### src/rtl/nibble_display_pkg.sv
// Shared types and constants for nibble_display and other seven-segment display blocks.
// Segments are active-low, bit 6 = A through bit 0 = G.
package nibble_display_pkg;

    typedef enum logic [1:0] {
        ST_IDLE  = 2'd0,
        ST_BLANK = 2'd1,
        ST_SHOW  = 2'd2
    } state_e;

    localparam logic [6:0] SEG_BLANK = 7'h7F;

    // Hex glyphs 0-F; b and d are lowercase so they stay distinct from 8 and 0.
    localparam logic [6:0] SEG_GLYPH [16] = '{
        7'h01, 7'h4F, 7'h12, 7'h06,
        7'h4C, 7'h24, 7'h20, 7'h0F,
        7'h00, 7'h04, 7'h08, 7'h60,
        7'h31, 7'h42, 7'h30, 7'h38
    };

endpackage

### src/rtl/nibble_display_hex.sv
// Combinational 4-bit hex to active-low seven-segment decoder.
module hex_to_segments
    import nibble_display_pkg::*;
(
    input  logic [3:0] i_nibble,
    output logic [6:0] o_segments
);

    assign o_segments = SEG_GLYPH[i_nibble];

endmodule

### src/rtl/nibble_display.sv
// Single-digit hex display that blinks the digit whenever its value changes.
// The blink sequencer exists only when NIBBLE_DISPLAY_BLINK_EN is defined.
//
//   state    | meaning
//   ---------+----------------------------------------------------------
//   ST_IDLE  | steady display of the held value, not busy
//   ST_BLANK | all segments off for one phase
//   ST_SHOW  | held value shown for one phase, then next pair or idle
module nibble_display
    import nibble_display_pkg::*;
#(
    parameter int CLKS_PER_PHASE = 2500000,
    parameter int BLINK_COUNT    = 3
) (
    input  logic       i_Clk,
    input  logic       i_Reset_n,
    input  logic [3:0] i_Nibble,
    input  logic       i_Load,
    output logic [6:0] o_Segments,
    output logic       o_Busy
);

    if (CLKS_PER_PHASE < 2 || BLINK_COUNT < 1) begin : g_bad_params
        $error("nibble_display: CLKS_PER_PHASE must be >= 2 and BLINK_COUNT >= 1");
    end

    logic [3:0] r_value_q;
    logic [3:0] r_value_d;
    logic [6:0] seg_q;
    logic [6:0] seg_d;
    logic [6:0] glyph_next;
    logic       change;

    // A load of the value already held is not a change and must leave everything untouched.
    assign change = i_Load && (i_Nibble != r_value_q);

    always_comb begin
        r_value_d = r_value_q;
        if (change) begin
            r_value_d = i_Nibble;
        end
    end

    // Decode the next value so the segment register lines up with r_value_q.
    hex_to_segments u_hex (
        .i_nibble   (r_value_d),
        .o_segments (glyph_next)
    );

    assign o_Segments = seg_q;

`ifdef NIBBLE_DISPLAY_BLINK_EN

    localparam int PH_W = $clog2(CLKS_PER_PHASE);
    localparam int PR_W = $clog2(BLINK_COUNT + 1);
    localparam logic [PH_W-1:0] PH_LAST = PH_W'(CLKS_PER_PHASE - 1);
    localparam logic [PR_W-1:0] PR_LAST = PR_W'(BLINK_COUNT - 1);

    state_e          state_q;
    state_e          state_d;
    logic [PH_W-1:0] phase_q;
    logic [PH_W-1:0] phase_d;
    logic [PR_W-1:0] pair_q;
    logic [PR_W-1:0] pair_d;
    logic            busy_q;
    logic            busy_d;

    always_comb begin
        state_d = state_q;
        phase_d = phase_q;
        pair_d  = pair_q;
        if (change) begin
            state_d = ST_BLANK;
            phase_d = '0;
            pair_d  = '0;
        end else begin
            unique case (state_q)
                ST_BLANK: begin
                    if (phase_q == PH_LAST) begin
                        phase_d = '0;
                        state_d = ST_SHOW;
                    end else begin
                        phase_d = phase_q + PH_W'(1);
                    end
                end
                ST_SHOW: begin
                    if (phase_q == PH_LAST) begin
                        phase_d = '0;
                        if (pair_q == PR_LAST) begin
                            pair_d  = '0;
                            state_d = ST_IDLE;
                        end else begin
                            pair_d  = pair_q + PR_W'(1);
                            state_d = ST_BLANK;
                        end
                    end else begin
                        phase_d = phase_q + PH_W'(1);
                    end
                end
                default: ;
            endcase
        end
        seg_d  = (state_d == ST_BLANK) ? SEG_BLANK : glyph_next;
        busy_d = (state_d != ST_IDLE);
    end

    always_ff @(posedge i_Clk or negedge i_Reset_n) begin
        if (!i_Reset_n) begin
            state_q   <= ST_IDLE;
            phase_q   <= '0;
            pair_q    <= '0;
            r_value_q <= 4'h0;
            seg_q     <= SEG_GLYPH[0];
            busy_q    <= 1'b0;
        end else begin
            state_q   <= state_d;
            phase_q   <= phase_d;
            pair_q    <= pair_d;
            r_value_q <= r_value_d;
            seg_q     <= seg_d;
            busy_q    <= busy_d;
        end
    end

    assign o_Busy = busy_q;

`else

    assign seg_d = glyph_next;

    always_ff @(posedge i_Clk or negedge i_Reset_n) begin
        if (!i_Reset_n) begin
            r_value_q <= 4'h0;
            seg_q     <= SEG_GLYPH[0];
        end else begin
            r_value_q <= r_value_d;
            seg_q     <= seg_d;
        end
    end

    assign o_Busy = 1'b0;

`endif

endmodule
### config.mk
export PLATFORM = sky130hd
export DESIGN_NAME = nibble_display
export DESIGN_NICKNAME = d
export VERILOG_FILES = /design/src/rtl/nibble_display_pkg.sv /design/src/rtl/nibble_display_hex.sv /design/src/rtl/nibble_display.sv
export SDC_FILE = /design/constraint.sdc
export NUM_CORES = 1
export LEC_CHECK = 0
export CAP_MARGIN = 15
export CORE_UTILIZATION = 45
export DETAILED_ROUTE_END_ITERATION = 12
export MAX_ROUTING_LAYER = met4
export PLACE_DENSITY = 0.74
export RECOVER_POWER = 25
export SYNTH_ARGS = -nofsm -noshare
export SYNTH_HDL_FRONTEND = slang
export SYNTH_SLANG_ARGS = --single-unit
export TNS_END_PERCENT = 50
### constraint.sdc
create_clock -name i_Clk -period 2.95 [get_ports i_Clk]
set_input_delay 0.59 -clock i_Clk [delete_from_list [all_inputs] [get_ports i_Clk]]
set_output_delay 0.59 -clock i_Clk [all_outputs]
set_load 0.01 [all_outputs]
==> results of run 1 <==
## kinds of logic after synthesis
logic type               share of synthesized area, %
adder cells (fa/ha/maj)                          12.7
AND/OR/NAND/NOR                                  3.81
multiplexers                                     20.1
flip-flops                                       46.7
buffers and inverters                            7.40
other                                           0.634
XOR/XNOR                                         1.48
AO/OA/AOI/OAI                                    7.19
## cells in the mapped netlist (all sizes together)
library cell,instances
conb,1
inv,6
o211ai,1
mux4,1
buf,2
mux2i,8
xnor2,1
ha,6
o22ai,3
o32ai,1
dfstp,1
nand3,3
nand2,2
dfrtp,10
o31ai,1
## power by group through the flow
stage                     Combinational [uW]  Sequential (uW)  Clock, uW
after floorplan                         62.6              192          0
after global placement                   127              182          0
after detailed placement                 127              183          0
after CTS                                128              180        107
after global routing                     138              182        117
final                                    127              180        103
## stage by stage
stage,util (%),hold slack (ns)
finish,65.1,0.601
global route,65.1,0.636
CTS,65.1,0.594
detailed placement,62.8,0.581
global placement,62.8,0.566
floorplan,-,0.294
## flip-flops by register name (all words and copies together) (netlist names)
name	flops
o_Segments	7
r_value_q	4
## worst max-delay path: cells and delay by family
kind / cells / cell delay (ns)
buffers and inverters: 2 / 0.77
muxes: 2 / 0.90
adders and majority gates: 1 / 0.27
## layout make-up
class                           count  area (um2)
Clock buffer                        4        26.3
Fill cell                          92         409
Inverter                            6        25.0
Multi-Input combinational cell     28         272
Sequential cell                    11         277
Tap cell                           14        17.5
Timing Repair Buffer               15         145
## cells in the final DEF (no fill, tap or decap)
cell / synthesis / routed
o211ai_1: 1 / 1
dfrtp_1: 10 / 10
inv_4: 1 / 1
dlygate4sd3_1: 0 / 1
o31ai_1: 1 / 1
mux2i_1: 6 / 6
nand2_1: 2 / 2
mux2i_2: 1 / 1
ha_1: 6 / 6
conb_1: 1 / 1
nand3_1: 3 / 3
o22ai_1: 3 / 3
buf_4: 1 / 2
clkbuf_1: 0 / 1
inv_2: 1 / 1
clkbuf_4: 0 / 3
dfstp_2: 1 / 1
inv_1: 4 / 4
xnor2_1: 1 / 1
o32ai_1: 1 / 1
mux4_2: 1 / 1
clkdlybuf4s50_1: 0 / 12
mux2i_4: 1 / 1
## routing by layer
metal,vias up,global-route usage (%),routed length (um)
li1,197,-,-
met1,174,22.3,473
met2,13,23.3,468
met3,5,5.23,44
met4,0,16.1,44
met5,-,-,0
## path summary, 6_finish.rpt
path,start,end,slack [ns],cells after the start
setup / recovery,i_Load,o_Segments[3],0.57,5
hold / removal,r_value_q[0],r_value_q[0],0.60,2
setup reg to reg,r_value_q[1],o_Segments[3],1.20,4
hold reg to reg,r_value_q[0],r_value_q[0],0.60,2
max in group asynchronous,i_Reset_n,o_Segments[0],1.87,1
min in group asynchronous,i_Reset_n,r_value_q[2],0.72,1
==> flow_metrics.env, run 1 <==
export IMPL_fp_dieW_um=38.3
export IMPL_synth_seq_cells=11
export IMPL_grt_pass1_vias=349
export IMPL_comb_power_share_pct=31.1
export IMPL_p_switching_uw=117
export IMPL_routabilityCongestion=0.818
export IMPL_synth_warnings=0
export IMPL_antenna_found_initial=0
export IMPL_wl_per_cell_um=13.2
export IMPL_cts_resized=0
export IMPL_clock_latency_ns=0.27
export IMPL_power_density_nw_per_um2=538
export IMPL_crit_chain="clkdlybuf4s50_1 > mux2i_1 > inv_1 > ha_1 > mux4_2"
export IMPL_totalWireLength_mm=1.03
export IMPL_placed_area_um2=736
export IMPL_fin_ws_ns=0.571
export IMPL_ios=15
export IMPL_design_area_um2=762
export IMPL_routed_via_density=4.99
export IMPL_min_period_ns=2.38
export IMPL_root_buffer="clkbuf_4"
export IMPL_holdBufCountCts=0
export IMPL_crit_path_top_delay_cell="clkdlybuf4s50_1"
export IMPL_grt_ovfl_total=0
export IMPL_core_area_um2=1170
export IMPL_power_internal_uw=293
export IMPL_dpl_cell_count=74
export IMPL_grt_pass1_wl_mm=1.61
export IMPL_fmax_ghz=0.420
export IMPL_avgSynthCellArea_um2=12.6
export IMPL_row_count=12
export IMPL_fin_nets=78
export IMPL_syn_nets=60
export IMPL_drv_slew=0
export IMPL_port_buffers=13
export IMPL_numCtsBuffers=3
export IMPL_slowest_delay_ns=0.58
export IMPL_cts_max_path_buffers=2
export IMPL_skew_ns=0.00170
export IMPL_synth_top_area_cell="dfrtp_1"
export IMPL_grt_usage_pct=18.0
export IMPL_switching_share_pct=28.5
export IMPL_htree_num_levels=1
export IMPL_maxCapViolCount=0
export IMPL_endpoint_kind="flip-flop"
export IMPL_dp_hpwl_um=732
export IMPL_cts_tree="done"
export IMPL_hold_class="flip-flop to flip-flop"
export IMPL_fin_crit_sh_pct=80.6
export IMPL_rsz0062_at_grt="no"
export IMPL_timing_slew_headroom_pct=66.9
export IMPL_drt_iter0_markers=6
export IMPL_cp_required_ns=3.09
export IMPL_worst_slew_pin_slew_ns=0.487
export IMPL_ir_worst_vdd_v=0.000295
export IMPL_netlist_instances=47
export IMPL_timing_final_hold_violations=0
export IMPL_num_antenna_cells=0
export IMPL_clk_pin_slew_ns=0.07
export IMPL_numClockSinks=11
export IMPL_crit_type="input pin to flip-flop"
export IMPL_grt_max_degree=12
export IMPL_area_growth_pct=28.8
export IMPL_fin_setup_tns_ns=0
export IMPL_setup_viol=0
export IMPL_die_h_um=38.3
export IMPL_power_frac_seq_pct=43.8
export IMPL_arrival_ns=2.52
export IMPL_synth_top_cells_by_area="dfrtp_1 (42%), ha_1 (13%), mux2i_1 (10%)"
export IMPL_vias=389
export IMPL_first_pass_iters=2
export IMPL_drive_above_1_share_pct=17.2
export IMPL_synth_cell_types=20
export IMPL_p_total_uw=410
export IMPL_syn_area_um2=592
export IMPL_postCtsSetupBuffers=0
export IMPL_dp_slack_ns=0.284
export IMPL_p_leak_uw=0.000353
export IMPL_cp_max_fo=5
export IMPL_synth_top_cell_area_share_pct=42.3
export IMPL_initial_core_util_pct=50.5
export IMPL_ant_nets=0
export IMPL_pwr_share_clk_pct=25.1
export IMPL_finalNonFillerCells=78
export IMPL_cp_start_kind="input pin"
export IMPL_status="finished clean"
export IMPL_drcViolationCount=0
export IMPL_ys_seq_area_share_pct=46.7
export IMPL_fp_dieArea_um2=1460
Note: power is estimated with default switching activity, not from simulation.
==> run 2: changes to the inputs <==
clock period = 2.4 ns   (was 2.95 ns; I/O delays follow)
==> run 2 against run 1 <==
Against the previous run: final cell count up 5.1%; global-route usage up 0.13 points; die area did not move; sequential power rose by 23%; highest routed layer unchanged; flip-flop and latch count is the same; count of clock-buffer cells in the layout unchanged; largest power group unchanged; critical path type unchanged; sequential share of layout area is 1.4 points lower; register-to-register slack worse by 0.31 ns.
==> flow_metrics.env, run 2 (synthesis results as in run 1) <==
export IMPL_clock_latency_ns=0.27
export IMPL_crit_cells=5
export IMPL_grt_max_degree=12
export IMPL_numClockSinks=11
export IMPL_r2r_start="r_value_q[0]"
export IMPL_drv_slew=0
export IMPL_min_path_cells=2
export IMPL_totalWireLength_um=980
export IMPL_routed_via_density=5.00
export IMPL_clk_pin_slew_ns=0.07
export IMPL_core_area_um2=1170
export IMPL_layout_common_cells="clkdlybuf4s50_1 (12), dfrtp_1 (10), mux2i_1 (6), ha_1 (6), buf_4 (6)"
export IMPL_port_buffers=13
export IMPL_largest_register_ffs=7
export IMPL_grt_pass1_vias=363
export IMPL_cp_required_ns=2.55
export IMPL_critPathBufInv=2
export IMPL_first_pass_iters=2
export IMPL_drcViolationCount=0
export IMPL_fin_nets=82
export IMPL_r2r_slack_ns=0.89
export IMPL_cp_start_kind="input pin"
export IMPL_fp_dieW_um=38.3
export IMPL_antenna_found_initial=0
export IMPL_fin_crit_sh_pct=81.7
export IMPL_endpoint_kind="flip-flop"
export IMPL_status="finished clean"
export IMPL_postCtsSetupBuffers=0
export IMPL_crit_chain="clkdlybuf4s50_1 > mux2i_1 > inv_1 > ha_1 > mux4_2"
export IMPL_drt_iter0_markers=1
export IMPL_row_count=12
export IMPL_pwr_share_clk_pct=25.2
export IMPL_setup_viol=0
export IMPL_min_period_ns=1.96
export IMPL_fin_setup_tns_ns=0
export IMPL_holdBufCountCts=0
export IMPL_ios=15
export IMPL_multi_input_area_um2=272
export IMPL_hold_ws_ns=0.570
export IMPL_ant_nets=0
export IMPL_final_common_cell="clkdlybuf4s50_1"
export IMPL_r2r_end="o_Segments[3]"
export IMPL_grt_ovfl_total=0
export IMPL_wl_per_cell_um=12.0
export IMPL_comb_power_share_pct=32.1
export IMPL_fp_dieArea_um2=1460
export IMPL_numCtsBuffers=3
export IMPL_power_internal_uw=369
export IMPL_grt_pass1_wl_mm=1.64
export IMPL_arrival_ns=2.11
export IMPL_hp_start="r_value_q[3]"
export IMPL_maxCapViolCount=0
export IMPL_skew_ns=0.000716
export IMPL_cts_max_path_buffers=2
export IMPL_area_growth_pct=33.8
export IMPL_crit_path_top_delay_cell="clkdlybuf4s50_1"
export IMPL_die_h_um=38.3
export IMPL_initial_core_util_pct=50.5
export IMPL_rsz0062_at_grt="no"
export IMPL_ir_worst_vdd_v=0.000500
export IMPL_htree_num_levels=1
export IMPL_regArea_um2=277
export IMPL_timing_final_hold_violations=0
export IMPL_p_leak_uw=0.000373
export IMPL_min_to="r_value_q[3]"
export IMPL_root_buffer="clkbuf_4"
export IMPL_cts_tree="done"
export IMPL_grt_usage_pct=18.1
export IMPL_n_fill_cell=87
export IMPL_cts_resized=0
export IMPL_routabilityCongestion=0.896
export IMPL_fmax_ghz=0.510
export IMPL_power_density_nw_per_um2=653
export IMPL_drive_above_1_share_pct=22.1
export IMPL_crit_type="input pin to flip-flop"
export IMPL_r2r_worst_path_cells=4
export IMPL_num_antenna_cells=0
export IMPL_hold_class="flip-flop to flip-flop"
export IMPL_vias=410
export IMPL_dp_hpwl_um=745
export IMPL_crit_family="multiplexers"
export IMPL_switching_share_pct=28.7
export IMPL_power_frac_seq_pct=42.7
export IMPL_cp_startpoint="i_Load"
export IMPL_slowest_delay_ns=0.53
export IMPL_p_switching_uw=148
export IMPL_cp_max_fo=5
## run 2: changes by cell type in the layout (fill, tap and decap cells not counted)
cell   before  now
buf_4       2    6
## run 2: power groups by stage
stage	logic, uW	clock network, uW	registers, uW
after floorplan	76.9	0	236
after global placement	166	0	224
after detailed placement	166	0	225
after CTS	167	134	221
after global routing	182	143	223
final	166	130	221
## run 2: metrics by stage
stage | instance area, um2 | utilization [%] | setup WS [ns] | total power [uW] | std cells
global route | 792 | 67.6 | 0.337 | 547 | 82
detailed placement | 766 | 65.4 | 0.154 | 391 | 78
finish | 792 | 67.6 | 0.440 | 517 | 82
CTS | 792 | 67.6 | 0.429 | 522 | 82
floorplan | 592 | - | 0.394 | 313 | 47
global placement | 766 | 65.4 | 0.169 | 390 | 78
## run 2: metal layers
layer  vias up  share of wire [%]  track usage (%)
li1        205                  -                -
met1       189                 47             22.7
met2        14                 45             25.8
met3         2                5.4             6.98
met4         0                2.4             8.04
met5         -                  0                -
## run 2: layout make-up
type                    instances  share of cell area (%)
multi-input cells              28                    34.3
flip-flops and latches         11                    34.9
repair buffers                 19                    22.1
well taps                      14                    2.21
clock buffers                   4                    3.32
inverters                       6                    3.16
## run 2: how the worst max path moves through the flow
stage,end,slack (ns)
2_1_floorplan,o_Segments[3],0.39
5_1_grt,o_Segments[3],0.34
3_3_place_gp,o_Segments[3],0.17
6_report,o_Segments[3],0.44
3_5_place_dp,o_Segments[3],0.15
4_1_cts,o_Segments[3],0.43
## run 2: worst reg2reg max path, cell delays in order (launching register included)
cell and delay [ns]:
dfrtp_1 0.37, mux2i_1 0.17, inv_1 0.12, ha_1 0.25, mux4_2 0.47
